<file path="src/rtl/index_pair_generator_if.sv">
// Handshake bundle for the index pair generator: window config in, row index pairs out.
// master is the generator's view; slave is the view of whoever configures and drains it.
interface index_pair_generator_if #(
  parameter int WORD_WIDTH = 8
);
  logic                  cfg_valid;
  logic                  cfg_ready;
  logic [WORD_WIDTH-1:0] cfg_base;
  logic [WORD_WIDTH-1:0] cfg_rsiz;
  logic [WORD_WIDTH-1:0] cfg_ow;
  logic [WORD_WIDTH-1:0] cfg_kw;
  logic [WORD_WIDTH-1:0] cfg_st;
  logic                  out_valid;
  logic                  out_ready;
  logic [WORD_WIDTH-1:0] idx1;
  logic [WORD_WIDTH-1:0] idx2;
  logic [WORD_WIDTH-1:0] ow;
  logic [WORD_WIDTH-1:0] kw;
  logic [WORD_WIDTH-1:0] st;
  logic                  out_last;
  logic                  done;

  modport master (
    input  cfg_valid, cfg_base, cfg_rsiz, cfg_ow, cfg_kw, cfg_st, out_ready,
    output cfg_ready, out_valid, idx1, idx2, ow, kw, st, out_last, done
  );

  modport slave (
    output cfg_valid, cfg_base, cfg_rsiz, cfg_ow, cfg_kw, cfg_st, out_ready,
    input  cfg_ready, out_valid, idx1, idx2, ow, kw, st, out_last, done
  );
endinterface

</file>
<file path="src/rtl/index_pair_generator.sv">
// Enumerates every unordered row pair (i<j) of a window; first pair one cycle after config accept.
// One pair per cycle; a stalled pair holds stable until out_ready, done pulses the cycle after the last pair.
module index_pair_generator #(
  parameter int WORD_WIDTH    = 8,
  parameter int MAX_LIFM_RSIZ = 4
) (
  input logic                   clk,
  input logic                   reset,
  index_pair_generator_if.master bus
);

  typedef enum logic {IDLE, EMIT} state_t;

  localparam logic [WORD_WIDTH-1:0] MAX_R = WORD_WIDTH'(MAX_LIFM_RSIZ);
  localparam logic [WORD_WIDTH-1:0] ONE   = WORD_WIDTH'(1);
  localparam logic [WORD_WIDTH-1:0] TWO   = WORD_WIDTH'(2);

  state_t                state_q, state_nxt;
  logic [WORD_WIDTH-1:0] base_q, r_q, i_q, j_q, ow_q, kw_q, st_q;
  logic [WORD_WIDTH-1:0] i_nxt, j_nxt, r_eff;
  logic                  done_q, done_nxt, accept, last;

  assign r_eff = (bus.cfg_rsiz > MAX_R) ? MAX_R : bus.cfg_rsiz;
  assign last  = (state_q == EMIT) && (i_q == r_q - TWO) && (j_q == r_q - ONE);

  always_comb begin
    state_nxt = state_q;
    i_nxt     = i_q;
    j_nxt     = j_q;
    done_nxt  = 1'b0;
    accept    = 1'b0;
    case (state_q)
      IDLE: begin
        if (bus.cfg_valid) begin
          accept = 1'b1;
          i_nxt  = '0;
          j_nxt  = ONE;
          // Windows with fewer than two rows have no pairs: finish immediately.
          if (r_eff >= TWO) state_nxt = EMIT;
          else              done_nxt  = 1'b1;
        end
      end
      EMIT: begin
        if (bus.out_ready) begin
          if (last) begin
            state_nxt = IDLE;
            done_nxt  = 1'b1;
          end else if (j_q < r_q - ONE) begin
            j_nxt = j_q + ONE;
          end else begin
            i_nxt = i_q + ONE;
            j_nxt = i_q + TWO;
          end
        end
      end
      default: state_nxt = IDLE;
    endcase
  end

  always_ff @(posedge clk or posedge reset) begin
    if (reset) begin
      state_q <= IDLE;
      i_q     <= '0;
      j_q     <= '0;
      done_q  <= 1'b0;
      base_q  <= '0;
      r_q     <= '0;
      ow_q    <= '0;
      kw_q    <= '0;
      st_q    <= '0;
    end else begin
      state_q <= state_nxt;
      i_q     <= i_nxt;
      j_q     <= j_nxt;
      done_q  <= done_nxt;
      if (accept) begin
        base_q <= bus.cfg_base;
        r_q    <= r_eff;
        ow_q   <= bus.cfg_ow;
        kw_q   <= bus.cfg_kw;
        st_q   <= bus.cfg_st;
      end
    end
  end

  // Indices are derived from the held counters, so they cannot move during a stall.
  assign bus.cfg_ready = (state_q == IDLE);
  assign bus.out_valid = (state_q == EMIT);
  assign bus.idx1      = base_q + i_q;
  assign bus.idx2      = base_q + j_q;
  assign bus.out_last  = last;
  assign bus.done      = done_q;
  assign bus.ow        = ow_q;
  assign bus.kw        = kw_q;
  assign bus.st        = st_q;

endmodule

</file>
<file path="src/flat_wrapper.sv">
// flat-port wrapper written by rule: the top's interface ports become plain ports
module index_pair_generator_flat 
#(
  parameter int WORD_WIDTH    = 8,
  parameter int MAX_LIFM_RSIZ = 4
)
  (clk, reset, bus_cfg_valid, bus_cfg_base, bus_cfg_rsiz, bus_cfg_ow, bus_cfg_kw, bus_cfg_st, bus_out_ready, bus_cfg_ready, bus_out_valid, bus_idx1, bus_idx2, bus_ow, bus_kw, bus_st, bus_out_last, bus_done);
  index_pair_generator_if #(.WORD_WIDTH(WORD_WIDTH)) bus_i ();
  input logic clk;
  input logic reset;
  input wire logic [$bits(bus_i.cfg_valid)-1:0] bus_cfg_valid;
  input wire logic [$bits(bus_i.cfg_base)-1:0] bus_cfg_base;
  input wire logic [$bits(bus_i.cfg_rsiz)-1:0] bus_cfg_rsiz;
  input wire logic [$bits(bus_i.cfg_ow)-1:0] bus_cfg_ow;
  input wire logic [$bits(bus_i.cfg_kw)-1:0] bus_cfg_kw;
  input wire logic [$bits(bus_i.cfg_st)-1:0] bus_cfg_st;
  input wire logic [$bits(bus_i.out_ready)-1:0] bus_out_ready;
  output wire logic [$bits(bus_i.cfg_ready)-1:0] bus_cfg_ready;
  output wire logic [$bits(bus_i.out_valid)-1:0] bus_out_valid;
  output wire logic [$bits(bus_i.idx1)-1:0] bus_idx1;
  output wire logic [$bits(bus_i.idx2)-1:0] bus_idx2;
  output wire logic [$bits(bus_i.ow)-1:0] bus_ow;
  output wire logic [$bits(bus_i.kw)-1:0] bus_kw;
  output wire logic [$bits(bus_i.st)-1:0] bus_st;
  output wire logic [$bits(bus_i.out_last)-1:0] bus_out_last;
  output wire logic [$bits(bus_i.done)-1:0] bus_done;
  assign bus_i.cfg_valid = bus_cfg_valid;
  assign bus_i.cfg_base = bus_cfg_base;
  assign bus_i.cfg_rsiz = bus_cfg_rsiz;
  assign bus_i.cfg_ow = bus_cfg_ow;
  assign bus_i.cfg_kw = bus_cfg_kw;
  assign bus_i.cfg_st = bus_cfg_st;
  assign bus_i.out_ready = bus_out_ready;
  assign bus_cfg_ready = bus_i.cfg_ready;
  assign bus_out_valid = bus_i.out_valid;
  assign bus_idx1 = bus_i.idx1;
  assign bus_idx2 = bus_i.idx2;
  assign bus_ow = bus_i.ow;
  assign bus_kw = bus_i.kw;
  assign bus_st = bus_i.st;
  assign bus_out_last = bus_i.out_last;
  assign bus_done = bus_i.done;
  index_pair_generator #(.WORD_WIDTH(WORD_WIDTH), .MAX_LIFM_RSIZ(MAX_LIFM_RSIZ)) u_core (.clk(clk), .reset(reset), .bus(bus_i));
endmodule
</file>
<file path="config.mk">
export PLATFORM = sky130hd
export DESIGN_NAME = index_pair_generator_flat
export DESIGN_NICKNAME = d
export VERILOG_FILES = /design/src/rtl/index_pair_generator_if.sv /design/src/rtl/index_pair_generator.sv /design/src/flat_wrapper.sv
export SDC_FILE = /design/constraint.sdc
export NUM_CORES = 1
export LEC_CHECK = 0
export ABC_AREA = 1
export CAP_MARGIN = 10
export CORE_MARGIN = 3
export CORE_UTILIZATION = 57
export CTS_BUF_LIST = sky130_fd_sc_hd__clkbuf_2 sky130_fd_sc_hd__clkbuf_4 sky130_fd_sc_hd__clkbuf_8
export DETAILED_ROUTE_END_ITERATION = 7
export GPL_TIMING_DRIVEN = 0
export HOLD_SLACK_MARGIN = 0.12
export MAX_ROUTING_LAYER = met4
export PLACE_DENSITY = 0.95
export SLEW_MARGIN = 20
export SYNTH_ARGS = -nofsm -noshare
export SYNTH_HDL_FRONTEND = slang
export SYNTH_SLANG_ARGS = --single-unit
</file>
<file path="constraint.sdc">
create_clock -name clk -period 4.8 [get_ports clk]
set_input_delay 1.2 -clock clk [delete_from_list [all_inputs] [get_ports clk]]
set_output_delay 1.2 -clock clk [all_outputs]
set_load 0.03 [all_outputs]
</file>
After elaboration in Yosys (flattened, before gate mapping):

Cells that the tools add are included.

* magnitude comparators: 3
* multiplexer cells: 23
* add/subtract/negate cells: 7
* bitwise operators: 1
* equality and inequality tests: 6
* reduce and logical (&&, ||, !) cells: 4

Operator list (number)
* $mux 8: 9
* $pmux 8 s2: 2
* $add 8x1->8 const B: 2
* $add 8x8->8: 2
* $eq 8x8->1: 2
* $mux 1: 10
* $add 8x2->8 const B: 1
* $ge 8x2->1 const B: 1
* $gt 8x3->1 const B: 1
* $lt 8x8->1: 1
* $ne 2x2->1 const B: 4
* $sub 8x1->8 const B: 1
* $sub 8x2->8 const B: 1
* $pmux 1 s2: 2
* $reduce_and 4->1: 1
* $reduce_and 3->1: 1
* $logic_and 1x1->1: 2
* $not 1->1: 1

* bits of input ports: 44
* output and inout bits: 44
* flip-flop bits (word level): 58
* word-level logic and storage cells: 53

Longest topological paths before layout:

Gate-level depths: netlist (run 1).

* depth in word-level cells: 7
* mapped depth: 17

Least setup slack after synthesis (run 1):

No wires, ideal clock.

* path type: reg2out
* start: register u_core.r_q[1]
* end: output bus_out_last
* data arrival time: 2.381 ns
* slack: 1.219 ns
* cell stages (with the launch flop): 14
* cells stage by stage: dfrtp_1 -> inv_1 -> ha_1 -> nand2_2 -> nor2_1 -> nand3_1 -> xor2_1 -> ha_1 -> nand2_1 -> nor2_1 -> nand2_1 -> nor2_1 -> nand3b_1 -> nor2_1

* longest elaborated chain between the ends: 4
* elaborated cells between the ends (all ways): 6

RTL lines
* from (decl): RTL line index_pair_generator.sv:19 `logic [WORD_WIDTH-1:0] base_q, r_q, i_q, j_q, ow_q, kw_q, st_q;`
* from (signal assigned): RTL line index_pair_generator.sv:78 `r_q <= r_eff;`
* $sub 8x2->8: RTL line index_pair_generator.sv:24 `assign last = (state_q == EMIT) && (i_q == r_q - TWO) && (j_q == r_q - ONE);`
* $eq 8x8->1: RTL line index_pair_generator.sv:24
* $logic_and 1x1->1: RTL line index_pair_generator.sv:24
* $logic_and 1x1->1 *: RTL line index_pair_generator.sv:24
* to (decl): RTL line flat_wrapper.sv:25 `output wire logic [$bits(bus_i.out_last)-1:0] bus_out_last;`

Every way passes the cells marked *; elsewhere a longest branch is shown, timed or not.

Worst setup path after layout (run 1):

Same ends and word-level chain as after synthesis.

==> results of run 1 <==
==> state kept, by name, indices dropped and copies added, names as in the netlist <==
register / cells
u_core.bus.kw: 8
u_core.bus.out_valid: 1
u_core.i_q: 8
u_core.r_q: 8
u_core.j_q: 8
u_core.base_q: 8
u_core.bus.done: 1
u_core.bus.st: 8
u_core.bus.ow: 8
==> routing by layer <==
metal / vias to the layer above / global-route usage, %
met1: 1838 / 36.73
li1: 1899 / -
met2: 229 / 47.34
met4: 0 / 10.69
met5: - / -
met3: 47 / 7.026
==> tightest hold or removal path: cells and delay by family, from the launching register on <==
kind / cells / cell delay [ns]
DFF: 1 / 0.34
and+or+nand+nor: 2 / 0.10
==> kinds of logic (layout without fill, tap and decap cells) <==
family	count (synthesis)	count (layout)	synth area share, %
DFF	58	58	36.46
AOI/OAI and AO/OA	38	38	5.720
and+or+nand+nor	312	312	34.07
adders and majority gates	30	30	9.805
xor gates and xnor gates	33	33	7.259
buffers and inverters	63	164	6.694
==> area by class of cell <==
class                   count  area, sq um  share of cell area [%]
multi-input cells         413         2263                   43.78
flip-flops and latches     58         1451                   28.07
repair buffers             87        873.3                   16.89
inverters                  46        175.2                   3.388
clock buffers              12        158.9                   3.074
well taps                  93        116.4                   2.251
plain buffers              17        93.84                   1.815
clock inverters             2        37.54                  0.7260
==> worst paths after layout <==
| kind | endpoint | cells after the start |
|---|---|---|
| hold / removal | u_core.bus.kw[7] | 2 |
| max in group asynchronous | u_core.r_q[1] | 2 |
| hold reg to reg | u_core.bus.kw[7] | 2 |
| setup reg to reg | u_core.i_q[7] | 17 |
| setup / recovery | bus_out_last | 14 |
| min in group asynchronous | u_core.bus.kw[7] | 2 |
==> report_power, final <==
group	total, uW	internal [uW]	switching [uW]
sequential	808	634	174
clock	461	268	192
combinational	2000	803	1190
total	3270	1710	1560
==> through the flow <==
| stage | setup WS (ns) | instances |
|---|---|---|
| after floorplan | 1.219 | 534 |
| after global placement | 0.4519 | 714 |
| after detailed placement | 0.4241 | 714 |
| after CTS | 0.05614 | 728 |
| after global routing | 0.2305 | 728 |
| final | 0.3711 | 728 |
==> placed cells by master, fill, tap and decap left out, types with 4 or more instances in the layout <==
master           Yosys  final
ha_1                28     28
a21oi_1             16     16
o21ai_0             11     11
nand2_2              9      9
nor3_1               4      4
xnor2_1             11     11
xor2_1              22     22
nand4_1              8      8
nand2_1            196    196
dfrtp_1             58     58
clkbuf_1             5      5
clkbuf_8             0     11
buf_2                4      4
buf_1                4      4
nor2_1              36     36
inv_2                5      5
nand3_1             43     43
o21ai_2              8      8
inv_1               39     38
clkdlybuf4s50_1      0     86
==> impl_metrics.json, run 1 <==
{
  "run_status": "finished, final reports clean",
  "crit_type": "reg -> out",
  "syn-cell-area_sq_mm": 0.003981,
  "n_fill_cell": 400,
  "worst_pin_slew_ns": 0.7104,
  "vias": 4013,
  "met1Wirelength_um": 4571,
  "place.gp.congestion": 1.070,
  "synth_cell_types": 34,
  "portBuffers": 87,
  "grt_use_total_pct": 29.64,
  "wl_met3_um": 931,
  "core_sq_mm": 0.006568,
  "ys_top_cells_by_area": "dfrtp_1 36%, nand2_1 18%, ha_1 8.8%",
  "placed_area_sq_mm": 0.004971,
  "die_x_um": 89.58,
  "fp.dieH_um": 89.58,
  "max_freq_mhz": 225.8,
  "rsz0062_at_grt": "false",
  "tns_ns": 0,
  "synthArstFlopShare_pct": 100.0,
  "first_iter_violations": 355,
  "leakagePower_uw": 0.002608,
  "cts-htree-levels": 3,
  "cp.required_ns": 3.60,
  "crit_path_frequent_cell": "nor2_1",
  "worstSetupStartpoint": "u_core.r_q[1]",
  "routed_wl_um": 11030,
  "grt_max_degree": 59,
  "drv_cap": 0,
  "crit_path_end_kind": "primary output",
  "route.met2.wl_um": 5167,
  "post_drt_via_cell_ratio": 5.512,
  "vdd.ir_drop.worst_uv": 393.1,
  "grt_pass1_vias": 3836,
  "slowest_delay_ns": 0.42,
  "start_util_pct": 60.62,
  "hold_viol": 0,
  "arrival_ns": 3.23,
  "post-route-min-period_ns": 4.429,
  "hold_buffers": 0,
  "path_cells": "inv_1 -> ha_1 -> nand2_2 -> nor2_1 -> nand3_1 -> xor2_1 -> ha_1 -> nand2_1 -> nor2_1 -> nand2_1 -> nor2_1 -> nand3b_1 -> nor2_1 -> dlymetal6s2s_1",
  "final_util_pct": 78.72,
  "grt_pass1_wl_um": 17650,
  "hp-class": "reg -> reg",
  "yosysMostFrequentCell": "nand2_1",
  "n_antenna_cell": 0,
  "antenna_found_initial": 0,
  "synthCells": 534,
  "total_power_uw": 3267,
  "syn_to_final_growth_pct": 29.86,
  "cp_top_family": "simple AND/OR/NAND/NOR gates",
  "yosysSeqAreaShare_pct": 36.46,
  "ant_nets": 0,
  "startpoint_type": "flop",
  "min-delay-start": "u_core.bus.kw[7]",
  "cpMaxStageDelayCell": "dfrtp_1",
  "setup_violations": 0,
  "top_layer_used": "met4",
  "fin_worst_skew_ns": 0.01045,
  "synth_warnings": 0,
  "placementRows": 29,
  "p_per_area_mw_per_mm2": 631.9,
  "drc": 0,
  "ctsRootBufferMaster": "clkbuf_8",
  "synth_common_cells": "196 x nand2_1, 58 x dfrtp_1, 43 x nand3_1",
  "synth_top_area_share_pct": 36.46,
  "clkTransAtPathRegs_ns": 0.06,
  "worstSkewPairLatency_ns": 0.34,
  "ctsResizeCount": 0,
  "ys_ff_latch": 58,
  "ioPinCount": 88,
  "final_layout_size_suffix_gt1_share_pct": 8.976,
  "critPathMaxFanout": 7,
  "critical_path_buf_inv_count": 2,
  "post_cts_buffers": 0,
  "reg2reg_from": "u_core.r_q[1]",
  "whs_ns": 0.4779,
  "regToRegSetupSlack_ns": 1.67,
  "synth_edf_count": 0,
  "final_max_slew_viol_count": 0,
  "die_area_sq_mm": 0.008024,
  "period_share_pct": 92.27,
  "mappedNetlistNets": 608,
  "fin_nets": 706,
  "cts-buffers-inserted": 9,
  "overflow": 0,
  "place_hpwl_um": 8208,
  "final_area_sq_mm": 0.005170,
  "wl_per_cell_um": 15.15,
  "syn_area_per_cell_sq_um": 7.456,
  "yosysTopAreaCell": "dfrtp_1",
  "drt_first_pass_iters": 8,
  "ys.flop_type": "dfrtp_1",
  "clockBufferDepth": 2,
  "cts.sinks": 58,
  "cts_tree": "built",
  "slew_headroom_pct": 52.64
}
No activity file was read; power rests on OpenSTA's default activity.
==> inputs of run 2 (changes only) <==
--- a/config.mk
+++ b/config.mk
@@ -8,13 +8,13 @@
 export ABC_AREA = 1
 export CAP_MARGIN = 10
 export CORE_MARGIN = 3
-export CORE_UTILIZATION = 57
+export CORE_UTILIZATION = 48
 export CTS_BUF_LIST = sky130_fd_sc_hd__clkbuf_2 sky130_fd_sc_hd__clkbuf_4 sky130_fd_sc_hd__clkbuf_8
 export DETAILED_ROUTE_END_ITERATION = 7
 export GPL_TIMING_DRIVEN = 0
 export HOLD_SLACK_MARGIN = 0.12
 export MAX_ROUTING_LAYER = met4
-export PLACE_DENSITY = 0.95
+export PLACE_DENSITY = 0.86
 export SLEW_MARGIN = 20
 export SYNTH_ARGS = -nofsm -noshare
 export SYNTH_HDL_FRONTEND = slang
==> constraint.sdc (replaced) <==
create_clock -name clk -period 3.9 [get_ports clk]
set_input_delay 0.975 -clock clk [delete_from_list [all_inputs] [get_ports clk]]
set_output_delay 0.975 -clock clk [all_outputs]
set_load 0.03 [all_outputs]
==> run 2 against run 1 <==
Hold slack improved by 0.011 ns. Via count is 2.2% lower. Power increased by 27%. Critical path type unchanged. Highest routed layer unchanged. Largest power group unchanged. Sequential share of layout area is 0.56 points lower.
==> impl_metrics.json, run 2 (synthesis gave the netlist of run 1 again) <==
{
  "drv_cap": 0,
  "route.met2.wl_um": 5239,
  "max_freq_mhz": 272.4,
  "multiInputGateArea_sq_mm": 0.002288,
  "place.gp.congestion": 0.9343,
  "hold_viol": 0,
  "vias": 3925,
  "drc": 0,
  "whs_ns": 0.4886,
  "path_cells": "inv_2 -> ha_4 -> nand2_2 -> nor2_2 -> nand3_1 -> xor2_1 -> ha_1 -> nand2_1 -> nor2_4 -> nand2_1 -> nor2_1 -> nand3b_1 -> nor2_2 -> buf_6",
  "startpoint_type": "flop",
  "post_drt_via_cell_ratio": 5.297,
  "fin_worst_skew_ns": 0.01607,
  "final_cell_mix": "196 x nand2_1, 84 x clkdlybuf4s50_1, 57 x dfrtp_1",
  "overflow": 0,
  "crit_type": "reg -> out",
  "start_util_pct": 50.48,
  "run_status": "finished, final reports clean",
  "worstSkewPairLatency_ns": 0.35,
  "arrival_ns": 2.70,
  "cts_tree": "built",
  "place_hpwl_um": 8156,
  "clkTransAtPathRegs_ns": 0.07,
  "core_sq_mm": 0.007888,
  "period_share_pct": 94.13,
  "hp-class": "reg -> reg",
  "cpMaxStageDelayCell": "dfrtp_1",
  "portBuffers": 87,
  "worst_pin_slew_ns": 0.7453,
  "n_fill_cell": 632,
  "cts-htree-levels": 3,
  "first_iter_violations": 253,
  "top_layer_used": "met4",
  "post-route-min-period_ns": 3.671,
  "ctsRootBufferMaster": "clkbuf_8",
  "critPathMaxFanout": 5,
  "grt_max_degree": 59,
  "grt_use_total_pct": 24.30,
  "syn_to_final_growth_pct": 32.59,
  "wl_met3_um": 818,
  "rsz0062_at_grt": "false",
  "vdd.ir_drop.worst_uv": 461.3,
  "p_per_area_mw_per_mm2": 787.3,
  "met1Wirelength_um": 4565,
  "cts-buffers-inserted": 9,
  "antenna_found_initial": 0,
  "fin_nets": 708,
  "grt_pass1_vias": 3962,
  "slowest_delay_ns": 0.43,
  "slew_headroom_pct": 50.31,
  "final_layout_size_suffix_gt1_share_pct": 10.64,
  "seq_area_sq_mm": 0.001453,
  "crit_path_end_kind": "primary output",
  "clockBufferDepth": 2,
  "final_max_slew_viol_count": 0,
  "mostFrequentLayoutCell": "nand2_1",
  "setup_violations": 0,
  "cp.required_ns": 2.92,
  "cts.sinks": 58,
  "fp.dieH_um": 97.08,
  "total_power_uw": 4156,
  "drt_first_pass_iters": 5,
  "wl_per_cell_um": 14.61,
  "ioPinCount": 88,
  "n_antenna_cell": 0,
  "grt_pass1_wl_um": 18020,
  "ant_nets": 0,
  "hold_buffers": 0,
  "placementRows": 32,
  "leakagePower_uw": 0.002650,
  "routed_wl_um": 10820,
  "die_x_um": 97.08,
  "die_area_sq_mm": 0.009424
}
==> run 2: changes by cell type in the layout (fill, tap and decap cells not counted), moves of 2 or more <==
cell | previous run | this run
clkdlybuf4s50_1 | 86 | 84
clkinv_4 | 0 | 2
nor2_2 | 3 | 5
bufinv_16 | 1 | 3
inv_6 | 0 | 2
nor2_1 | 36 | 33
clkbuf_8 | 11 | 9
buf_4 | 2 | 4
==> run 2: per-layer routing <==
| layer | vias up | GRT usage (%) |
|---|---|---|
| li1 | 1896 | - |
| met1 | 1839 | 29.53 |
| met2 | 171 | 39.38 |
| met3 | 19 | 5.887 |
| met4 | 0 | 9.071 |
| met5 | - | - |
==> run 2: final cells by class <==
class	count	area share, %
Clock inverter	7	2.370
Buffer	17	1.778
Sequential cell	58	27.52
Multi-Input combinational cell	413	43.35
Tap cell	102	2.418
Inverter	46	3.318
Timing Repair Buffer	89	16.90
Clock buffer	9	2.347
==> run 2: per-stage QoR <==
step / utilization, % / cells / instance area [sq um] / setup TNS, ns / worst slack, ns
finish: 66.93 / 741 / 5279 / 0 / 0.2290
global route: 66.93 / 741 / 5279 / 0 / 0.01339
CTS: 66.35 / 739 / 5234 / 0 / 0.008248
detailed placement: 63.17 / 723 / 4982 / -0.2560 / -0.2560
global placement: 63.13 / 723 / 4980 / -0.1539 / -0.1539
floorplan: - / 534 / 3981 / 0 / 0.5441
==> run 2: worst paths after layout <==
kind,startpoint,endpoint,slack [ns],cells after the start
max in group asynchronous,reset,u_core.i_q[1],2.24,2
hold / removal,u_core.bus.st[5],u_core.bus.st[5],0.49,2
setup / recovery,u_core.r_q[1],bus_out_last,0.23,14
setup reg to reg,u_core.r_q[1],u_core.i_q[7],1.08,17
hold reg to reg,u_core.bus.st[5],u_core.bus.st[5],0.49,2
min in group asynchronous,reset,u_core.bus.ow[2],1.10,2
==> run 2: report_power, final <==
group / internal (uW) / switching, uW / total [uW]
combinational: 996 / 1460 / 2460
sequential: 781 / 214 / 995
clock: 431 / 272 / 703
==> run 2: critical path: cells and delay by family, from the launching register on <==
family / cells / cell delay (ns)
and+or+nand+nor: 9 / 0.97
adders and majority gates: 2 / 0.48
DFF: 1 / 0.43
buffers and inverters: 2 / 0.28
xor gates and xnor gates: 1 / 0.17
==> run 2: timing repair <==
item	CTS	global route
pin swaps	0	1
cloned	0	0
gates resized for setup	9	8
buffers inserted	0	2
endpoints found under the setup margin	1	3
